File: config.mk
export PLATFORM = sky130hd
export DESIGN_NAME = uart_tx_arbiter
export DESIGN_NICKNAME = d
export VERILOG_FILES = /design/src/rtl/uart_pkg.sv /design/src/rtl/rr_select.sv /design/src/rtl/uart_tx_arbiter.sv
export SDC_FILE = /design/constraint.sdc
export NUM_CORES = 1
export LEC_CHECK = 0
export ABC_CLOCK_PERIOD_IN_PS = 8500
export CORE_ASPECT_RATIO = 0.9
export CORE_UTILIZATION = 65
export CTS_CLUSTER_DIAMETER = 50
export DETAILED_ROUTE_END_ITERATION = 8
export DONT_BUFFER_PORTS = 1
export PLACE_DENSITY = 0.88
export SYNTH_ARGS = -nofsm -noshare
export SYNTH_HDL_FRONTEND = slang
export SYNTH_SLANG_ARGS = --single-unit
File: constraint.sdc
create_clock -name clk -period 8.5 [get_ports clk]
set_clock_uncertainty 0.2 [all_clocks]
set_input_delay 1.7 -clock clk [delete_from_list [all_inputs] [get_ports clk]]
set_output_delay 1.7 -clock clk [all_outputs]
set_load 0.02 [all_outputs]
File: src/rtl/uart_pkg.sv
// Shared definitions for the UART transmit arbiter.
//   state_t      - arbiter FSM encoding
//   NUM_REQ_DEF  - default number of byte requesters
//   TIMEOUT_DEF  - default watchdog limit in clk cycles
//   WD_W         - watchdog counter width
package uart_pkg;
  localparam int NUM_REQ_DEF = 4;
  localparam int TIMEOUT_DEF = 20000;
  localparam int WD_W        = 15;

  typedef enum logic [1:0] {IDLE, START, WAIT, HOLD} state_t;
endpackage

File: src/rtl/rr_select.sv
// Round-robin requester picker.
//   valid   - per-requester request vector
//   rr_ptr  - highest-priority requester index (must be < NUM_REQ)
//   grant   - one-hot on the first valid requester at or after rr_ptr
//   index   - binary index of that requester
//   any     - at least one requester is valid
module rr_select #(
  parameter int NUM_REQ = 4
) (
  input  logic [NUM_REQ-1:0] valid,
  input  logic [2:0]         rr_ptr,
  output logic [NUM_REQ-1:0] grant,
  output logic [2:0]         index,
  output logic               any
);
  localparam logic [3:0] N4 = 4'(NUM_REQ);

  logic [3:0] pos;

  // Scan from the far end back toward rr_ptr so the closest valid
  // requester is the last one written and therefore wins.
  always_comb begin
    index = '0;
    any   = 1'b0;
    pos   = '0;
    grant = '0;
    for (int i = NUM_REQ - 1; i >= 0; i--) begin
      pos = {1'b0, rr_ptr} + 4'(i);
      if (pos >= N4) pos = pos - N4;
      for (int k = 0; k < NUM_REQ; k++) begin
        if (valid[k] && (pos == 4'(k))) begin
          any   = 1'b1;
          index = 3'(k);
        end
      end
    end
    for (int k = 0; k < NUM_REQ; k++) grant[k] = any && (index == 3'(k));
  end
endmodule

File: src/rtl/uart_tx_arbiter.sv
// Shares one uart_tx between NUM_REQ byte requesters, round-robin per
// packet: a requester that sends a byte without req_last keeps the grant
// until its last byte. A watchdog aborts a stalled byte or packet.
//   clk, reset               - clock, asynchronous active-high reset
//   req_valid/data/last      - per-requester byte stream
//   req_ready                - one-hot accept strobe
//   tx_start, tx_data        - to uart_tx; tx_data held until the next accept
//   tx_done                  - completion pulse from uart_tx
//   grant_id                 - current or last granted requester
//   busy                     - any state other than IDLE
//   timeout_err              - one-cycle pulse on watchdog expiry
module uart_tx_arbiter
  import uart_pkg::*;
#(
  parameter int NUM_REQ = NUM_REQ_DEF,
  parameter int TIMEOUT = TIMEOUT_DEF
) (
  input  logic                 clk,
  input  logic                 reset,
  input  logic [NUM_REQ-1:0]   req_valid,
  input  logic [8*NUM_REQ-1:0] req_data,
  input  logic [NUM_REQ-1:0]   req_last,
  output logic [NUM_REQ-1:0]   req_ready,
  output logic                 tx_start,
  output logic [7:0]           tx_data,
  input  logic                 tx_done,
  output logic [2:0]           grant_id,
  output logic                 busy,
  output logic                 timeout_err
);
  localparam logic [WD_W-1:0] WD_LIM = WD_W'(TIMEOUT);

  state_t              state, state_n;
  logic [2:0]          rr_ptr, next_ptr, xfer_idx, sel_idx;
  logic [NUM_REQ-1:0]  sel_grant, hold_rdy;
  logic                sel_any, lock, xfer, xfer_last, advance, wd_hit;
  logic [7:0]          xfer_data;
  logic [WD_W-1:0]     wd;

  rr_select #(.NUM_REQ(NUM_REQ)) u_sel (
    .valid  (req_valid),
    .rr_ptr (rr_ptr),
    .grant  (sel_grant),
    .index  (sel_idx),
    .any    (sel_any)
  );

  assign next_ptr = (grant_id == 3'(NUM_REQ - 1)) ? 3'd0 : grant_id + 3'd1;
  assign wd_hit   = (wd == WD_LIM);
  assign tx_start = (state == START);
  assign busy     = (state != IDLE);

  always_comb begin
    hold_rdy    = '0;
    req_ready   = '0;
    xfer_data   = '0;
    xfer_last   = 1'b0;
    state_n     = state;
    advance     = 1'b0;
    timeout_err = 1'b0;

    for (int k = 0; k < NUM_REQ; k++) hold_rdy[k] = req_valid[k] && (grant_id == 3'(k));

    // Ready is held low during reset so nothing appears accepted.
    if (!reset) begin
      if (state == IDLE)      req_ready = sel_grant;
      else if (state == HOLD) req_ready = hold_rdy;
    end
    xfer     = |req_ready;
    xfer_idx = (state == HOLD) ? grant_id : sel_idx;

    for (int k = 0; k < NUM_REQ; k++) begin
      if (xfer_idx == 3'(k)) begin
        xfer_data = req_data[8*k +: 8];
        xfer_last = req_last[k];
      end
    end

    case (state)
      IDLE:  if (xfer) state_n = START;
      START: state_n = WAIT;
      WAIT: begin
        if (tx_done) begin
          state_n = lock ? HOLD : IDLE;
          advance = !lock;
        end else if (wd_hit) begin
          state_n     = IDLE;
          advance     = 1'b1;
          timeout_err = 1'b1;
        end
      end
      HOLD: begin
        if (xfer) state_n = START;
        else if (wd_hit) begin
          state_n     = IDLE;
          advance     = 1'b1;
          timeout_err = 1'b1;
        end
      end
      default: state_n = IDLE;
    endcase
  end

  always_ff @(posedge clk or posedge reset) begin
    if (reset) begin
      state    <= IDLE;
      rr_ptr   <= '0;
      grant_id <= '0;
      tx_data  <= '0;
      lock     <= 1'b0;
      wd       <= '0;
    end else begin
      state <= state_n;
      if (xfer) begin
        tx_data  <= xfer_data;
        grant_id <= xfer_idx;
        lock     <= !xfer_last;
      end
      if (advance) begin
        rr_ptr <= next_ptr;
        lock   <= 1'b0;
      end
      // Watchdog restarts on each entry to WAIT or HOLD.
      if ((state_n == WAIT || state_n == HOLD) && state_n != state) wd <= '0;
      else if (state == WAIT || state == HOLD)                        wd <= wd + 1'b1;
    end
  end
endmodule

* Word-level counts from Yosys, hierarchy flattened
Cells that the tools add are included.
** Word-level totals
- Register bits after elaboration :: 32
- Input port bits :: 43
- Output and inout port bits :: 18
** Cells by class
- Add/subtract/negate cells :: 9
- Order comparisons :: 4
- Equality and inequality tests :: 28
- Mux-type cells :: 64
- Reductions and logical operators :: 41
** Operator list (number)
- 2-bit two-way mux :: 19
- 4-bit by 2-bit equality test with 1-bit output, second input constant :: 8
- 8-bit two-way mux :: 4
- 15-bit two-way mux :: 2
- 4-bit two-way mux :: 7
- 1-bit two-way mux :: 27
- 1-bit logical AND :: 25
- 4-bit by 1-bit equality test with 1-bit output, second input constant :: 4
- 4-bit logical NOT :: 4
- 15-bit by 1-bit adder with 15-bit output, second input constant :: 1
- 15-bit equality test, second input constant :: 1
- 2-bit equality test, second input constant :: 6
- 3-bit by 2-bit equality test with 1-bit output, second input constant :: 4
- 4-bit by 3-bit >= comparator with 1-bit output, second input constant :: 3
- 4-bit by 3-bit subtractor with 4-bit output, second input constant :: 3
- 3-bit logical NOT :: 3
- 3-bit by 2-bit adder with 4-bit output, second input constant :: 2
- 2-bit case mux with 4 select lines :: 1
- 3-bit by 1-bit equality test with 1-bit output, second input constant :: 2
- 3-bit two-way mux :: 2
- 2-bit nonzero test :: 3
- 3-bit by 1-bit adder with 4-bit output, second input constant :: 1
- 2-bit by 1-bit equality test with 1-bit output, second input constant :: 2
- 1-bit case mux with 2 select lines :: 2
- 8 further kinds :: 10

* Longest topological paths before layout
- Depth in word-level cells :: 31
- Gate-level depth with buffers :: 11
- Gate-level depth less buffers :: 10

* Hierarchy
Synthesis repeated with hierarchy kept, for this count alone.
** Unflattened totals
- Cell total of the unflattened synthesis :: 249
- Area, all modules :: 2357.3 um2
** By module, submodules not included
- uart_tx_arbiter :: times used 1, cells an instance 201, area an instance 1999.4 um2, sequential area each 800.8 um2
- rr_select :: times used 1, cells an instance 48, area an instance 357.8 um2, sequential area each 0.0 um2

* Worst setup path before layout
No wires, ideal clock.
- Path type :: in2out
- From :: in req_valid[0]
- To :: out req_ready[0]
- Arrival time :: 3.202 ns
- Path slack :: 3.398 ns
- Stages :: 6
- Path buffers :: 0
- Cell sequence :: nand2b_1 > or4_4 > a31o_1 > and2_1 > o32a_1 > nor2_1
** Between the ends
- Word-level cells in the longest chain between the ends :: 20
** RTL lines
- start, declared :: line uart_tx_arbiter.sv:20 : input logic [NUM_REQ-1:0] req_valid,
- 1-bit logical AND :: line rr_select.sv:31 : if (valid[k] && (pos == 4'(k))) begin
- 1-bit two-way mux (16 in a row) :: line rr_select.sv:31
- 1-bit logical AND :: line rr_select.sv:37 : for (int k = 0; k < NUM_REQ; k++) grant[k] = any && (index == 3'(k));
- 4-bit two-way mux (*) :: line uart_tx_arbiter.sv:66 : if (state == IDLE) req_ready = sel_grant;
- 4-bit two-way mux (*) :: line uart_tx_arbiter.sv:65 : if (!reset) begin
- end, declared :: line uart_tx_arbiter.sv:23 : output logic [NUM_REQ-1:0] req_ready,
Every way passes the cells marked *; elsewhere a longest branch is shown, timed or not.

* Final worst setup path
Same ends and word-level chain as after synthesis.

==> results.sh <==
export IMPL_status="finished, final reports clean"
export IMPL_viasPerCell=6.86
export IMPL_netlist_area_mm2=0.00254
export IMPL_root_buffer="clkbuf_8"
export IMPL_rr_startpoint="rr_ptr[1]$_DFFE_PP0P_"
export IMPL_grt_setup_unrepaired="false"
export IMPL_setup_violations=0
export IMPL_ys_ff_latch=32
export IMPL_ios=61
export IMPL_hold_viol_final=0
export IMPL_syn_num_nets=364
export IMPL_min_path_cells=2
export IMPL_vias=2420
export IMPL_power_density_mw_per_mm2=374
export IMPL_cap_viol_max_count=0
export IMPL_cpPeakStageDelay_ps=500
export IMPL_finalWeightedCongestion=0.920
export IMPL_core_area_mm2=0.00373
export IMPL_crit_arrival_ps=3480
export IMPL_worst_hold_path_endpoint="wd[14]$_DFFE_PP0P_"
export IMPL_grtUsageTotal=0.316
export IMPL_timing_slew_headroom=0.391
export IMPL_timing_final_max_slew_violations=0
export IMPL_setup_tns_ps=0
export IMPL_wl_um=6260
export IMPL_critPathSlowestCell="or4_4"
export IMPL_drc=0
export IMPL_numPortBuffers=0
export IMPL_async_flop_share=1.00
export IMPL_numCtsBuffers=5
export IMPL_firstDrtPassIters=5
export IMPL_cp_required_ps=6600
export IMPL_dpl_worst_slack_ps=3120
export IMPL_r2r_slack_ps=4860
export IMPL_crit_fanout=11
export IMPL_cts_tree="yes"
export IMPL_cp_cell_sequence="nand2b_1, or4_4, a31o_1, and2_1, o32a_1, nor2_1"
export IMPL_worst_slack_ps=3120
export IMPL_avgSynthCellArea_um2=8.13
export IMPL_yosys_warnings=0
export IMPL_path_clk_slew_ps=70
export IMPL_fmax_ghz=0.186
export IMPL_clock_latency_ps=290
export IMPL_post_cts_resized=0
export IMPL_num_rows=21
export IMPL_synth_edff_count=0
export IMPL_seq_area_frac_synth=0.315
export IMPL_startpoint_type="primary input"
export IMPL_min_period_ps=5380
export IMPL_fin_nets=357
export IMPL_antenna_left=0
export IMPL_drive_gt1_frac=0.0717
export IMPL_syn_to_final_growth_pct=3.39
export IMPL_die_x_um=68.0
export IMPL_ys_types=58
export IMPL_reg2reg_to="tx_data[5]$_DFFE_PP0P_"
export IMPL_wl_per_cell_um=17.7
export IMPL_die_area_mm2=0.00417
export IMPL_first_global_vias=2026
export IMPL_endpoint_kind="output pin"
export IMPL_startpoint="req_valid[0]"
export IMPL_grt_overflow=0
export IMPL_hold_path_class="reg2reg"
export IMPL_hpwl_um=4650
export IMPL_ys_flop_type="dfrtp_1"
export IMPL_grt_max_degree=33
export IMPL_clock_sinks=32
export IMPL_cts_setup_buffers=0
export IMPL_grt_pass1_wl_um=9740
export IMPL_ir_drop_mv=0.236
export IMPL_min_from="wd[14]$_DFFE_PP0P_"
export IMPL_die_y_um=61.4
export IMPL_start_util=0.682
export IMPL_power_leakage_nw=1.10
export IMPL_cts_max_level=2
export IMPL_hold_buffers=0
export IMPL_r2r_cells=9
export IMPL_netlist_instances=313
export IMPL_clockBufferDepth=2
export IMPL_antenna_cells=0
export IMPL_drt_iter0_markers=196
export IMPL_fin_crit_sh=0.633
export IMPL_antenna_found_initial=0
export IMPL_tightest_slew_ps=913
export IMPL_path_class="in2out"
placed cells by master, fill, tap and decap left out, types with 4 or more instances in the layout:
cell	Yosys	routed
a31oi_1	18	18
and3_1	10	10
nor2_1	20	20
nand2_1	32	32
clkbuf_8	0	6
nand2b_1	5	5
nand3_1	9	9
o21ai_0	25	25
a21oi_1	19	19
dfrtp_1	32	32
ha_1	8	8
inv_1	23	23
o32a_1	5	5
nor2b_1	5	5
nand4b_1	9	9
xor2_1	9	9
o32ai_1	9	9
nand4_1	4	4
layout make-up:
class / instances / area (um2)
Inverter: 23 / 86.3
Clock buffer: 7 / 86.3
Clock inverter: 1 / 7.51
Multi-Input combinational cell: 242 / 1580
Timing Repair Buffer: 2 / 15.0
Tap cell: 46 / 57.6
Sequential cell: 32 / 801
Fill cell: 312 / 1100
flip-flops by register name (all words and copies together) (netlist names):
signal	cells
grant_id	3
lock	1
rr_ptr	3
state	2
tx_data	8
wd	15
worst max-delay path, delay by kind of cell:
family / cells / cell delay, ps
simple gates: 4 / 1100
compound gates: 2 / 670
Yosys cell counts, types with 2 or more instances:
| library cell | number | area [um2] |
|---|---|---|
| a21o_1 | 2 | 15.0 |
| a21oi_1 | 19 | 95.1 |
| a31o_1 | 2 | 17.5 |
| a31oi_1 | 18 | 113 |
| a41oi_1 | 2 | 17.5 |
| and2_1 | 3 | 18.8 |
| and3_1 | 10 | 62.6 |
| buf_2 | 7 | 35.0 |
| buf_4 | 3 | 22.5 |
| clkbuf_1 | 6 | 22.5 |
| dfrtp_1 | 32 | 801 |
| ha_1 | 8 | 100 |
| inv_1 | 23 | 86.3 |
| nand2_1 | 32 | 120 |
| nand2_2 | 2 | 12.5 |
| nand2b_1 | 5 | 31.3 |
| nand3_1 | 9 | 45.0 |
| nand4_1 | 4 | 25.0 |
| nand4_2 | 2 | 25.0 |
| nand4b_1 | 9 | 78.8 |
| nor2_1 | 20 | 75.1 |
| nor2b_1 | 5 | 31.3 |
| nor3b_1 | 2 | 15.0 |
| o2111a_1 | 2 | 22.5 |
| o211ai_1 | 2 | 15.0 |
| o21a_1 | 2 | 15.0 |
| o21ai_0 | 25 | 125 |
| o31ai_1 | 3 | 22.5 |
| o32a_1 | 5 | 50.1 |
| o32ai_1 | 9 | 78.8 |
| or2_2 | 2 | 12.5 |
| or3_1 | 2 | 12.5 |
| xnor2_1 | 3 | 26.3 |
| xor2_1 | 9 | 78.8 |
power breakdown:
| group | internal [W] | switching [W] | leakage (nW) | total, W |
|---|---|---|---|---|
| Clock | 0.0000657 | 0.0000575 | 0.0445 | 0.000123 |
| Combinational | 0.000195 | 0.000360 | 0.651 | 0.000555 |
| Sequential | 0.000199 | 0.000107 | 0.405 | 0.000306 |
| Total | 0.000460 | 0.000524 | 1.10 | 0.000984 |
per-layer routing:
| metal | vias up | GRT usage | part of all wire |
|---|---|---|---|
| li1 | 1150 | - | - |
| met1 | 1138 | 0.441 | 0.44 |
| met2 | 123 | 0.486 | 0.46 |
| met3 | 9 | 0.0778 | 0.087 |
| met4 | 0 | 0.101 | 0.013 |
| met5 | - | 0 | 0 |
through the flow:
| stage | cell area [um2] | hold WS [ps] | total power (W) | cells | utilization |
|---|---|---|---|---|---|
| floorplan | 2540 | 297 | 0.000741 | 313 | - |
| global placement | 2540 | 315 | 0.000829 | 345 | 0.680 |
| detailed placement | 2540 | 334 | 0.000851 | 345 | 0.680 |
| CTS | 2630 | 354 | 0.000975 | 353 | 0.705 |
| global route | 2630 | 381 | 0.00106 | 353 | 0.705 |
| finish | 2630 | 350 | 0.000984 | 353 | 0.705 |
cells by family after synthesis:
| logic type | Yosys count | synth area share |
|---|---|---|
| and+or+nand+nor | 114 | 0.245 |
| AOI/OAI and AO/OA | 106 | 0.286 |
| buffers and inverters | 39 | 0.0654 |
| DFF | 32 | 0.315 |
| xor gates and xnor gates | 12 | 0.0413 |
| adders and majority gates | 8 | 0.0393 |
| muxes | 2 | 0.00836 |
worst max-delay path by stage:
stage / endpoint / slack (ps) / depth (start not counted)
2_1_floorplan: req_ready[0] / 3400 / 6
3_3_place_gp: req_ready[2] / 3170 / 6
3_5_place_dp: req_ready[0] / 3120 / 6
4_1_cts: req_ready[0] / 3120 / 6
5_1_grt: req_ready[0] / 3010 / 9
6_report: req_ready[0] / 3120 / 6
Power figures use the tool's default switching activity.
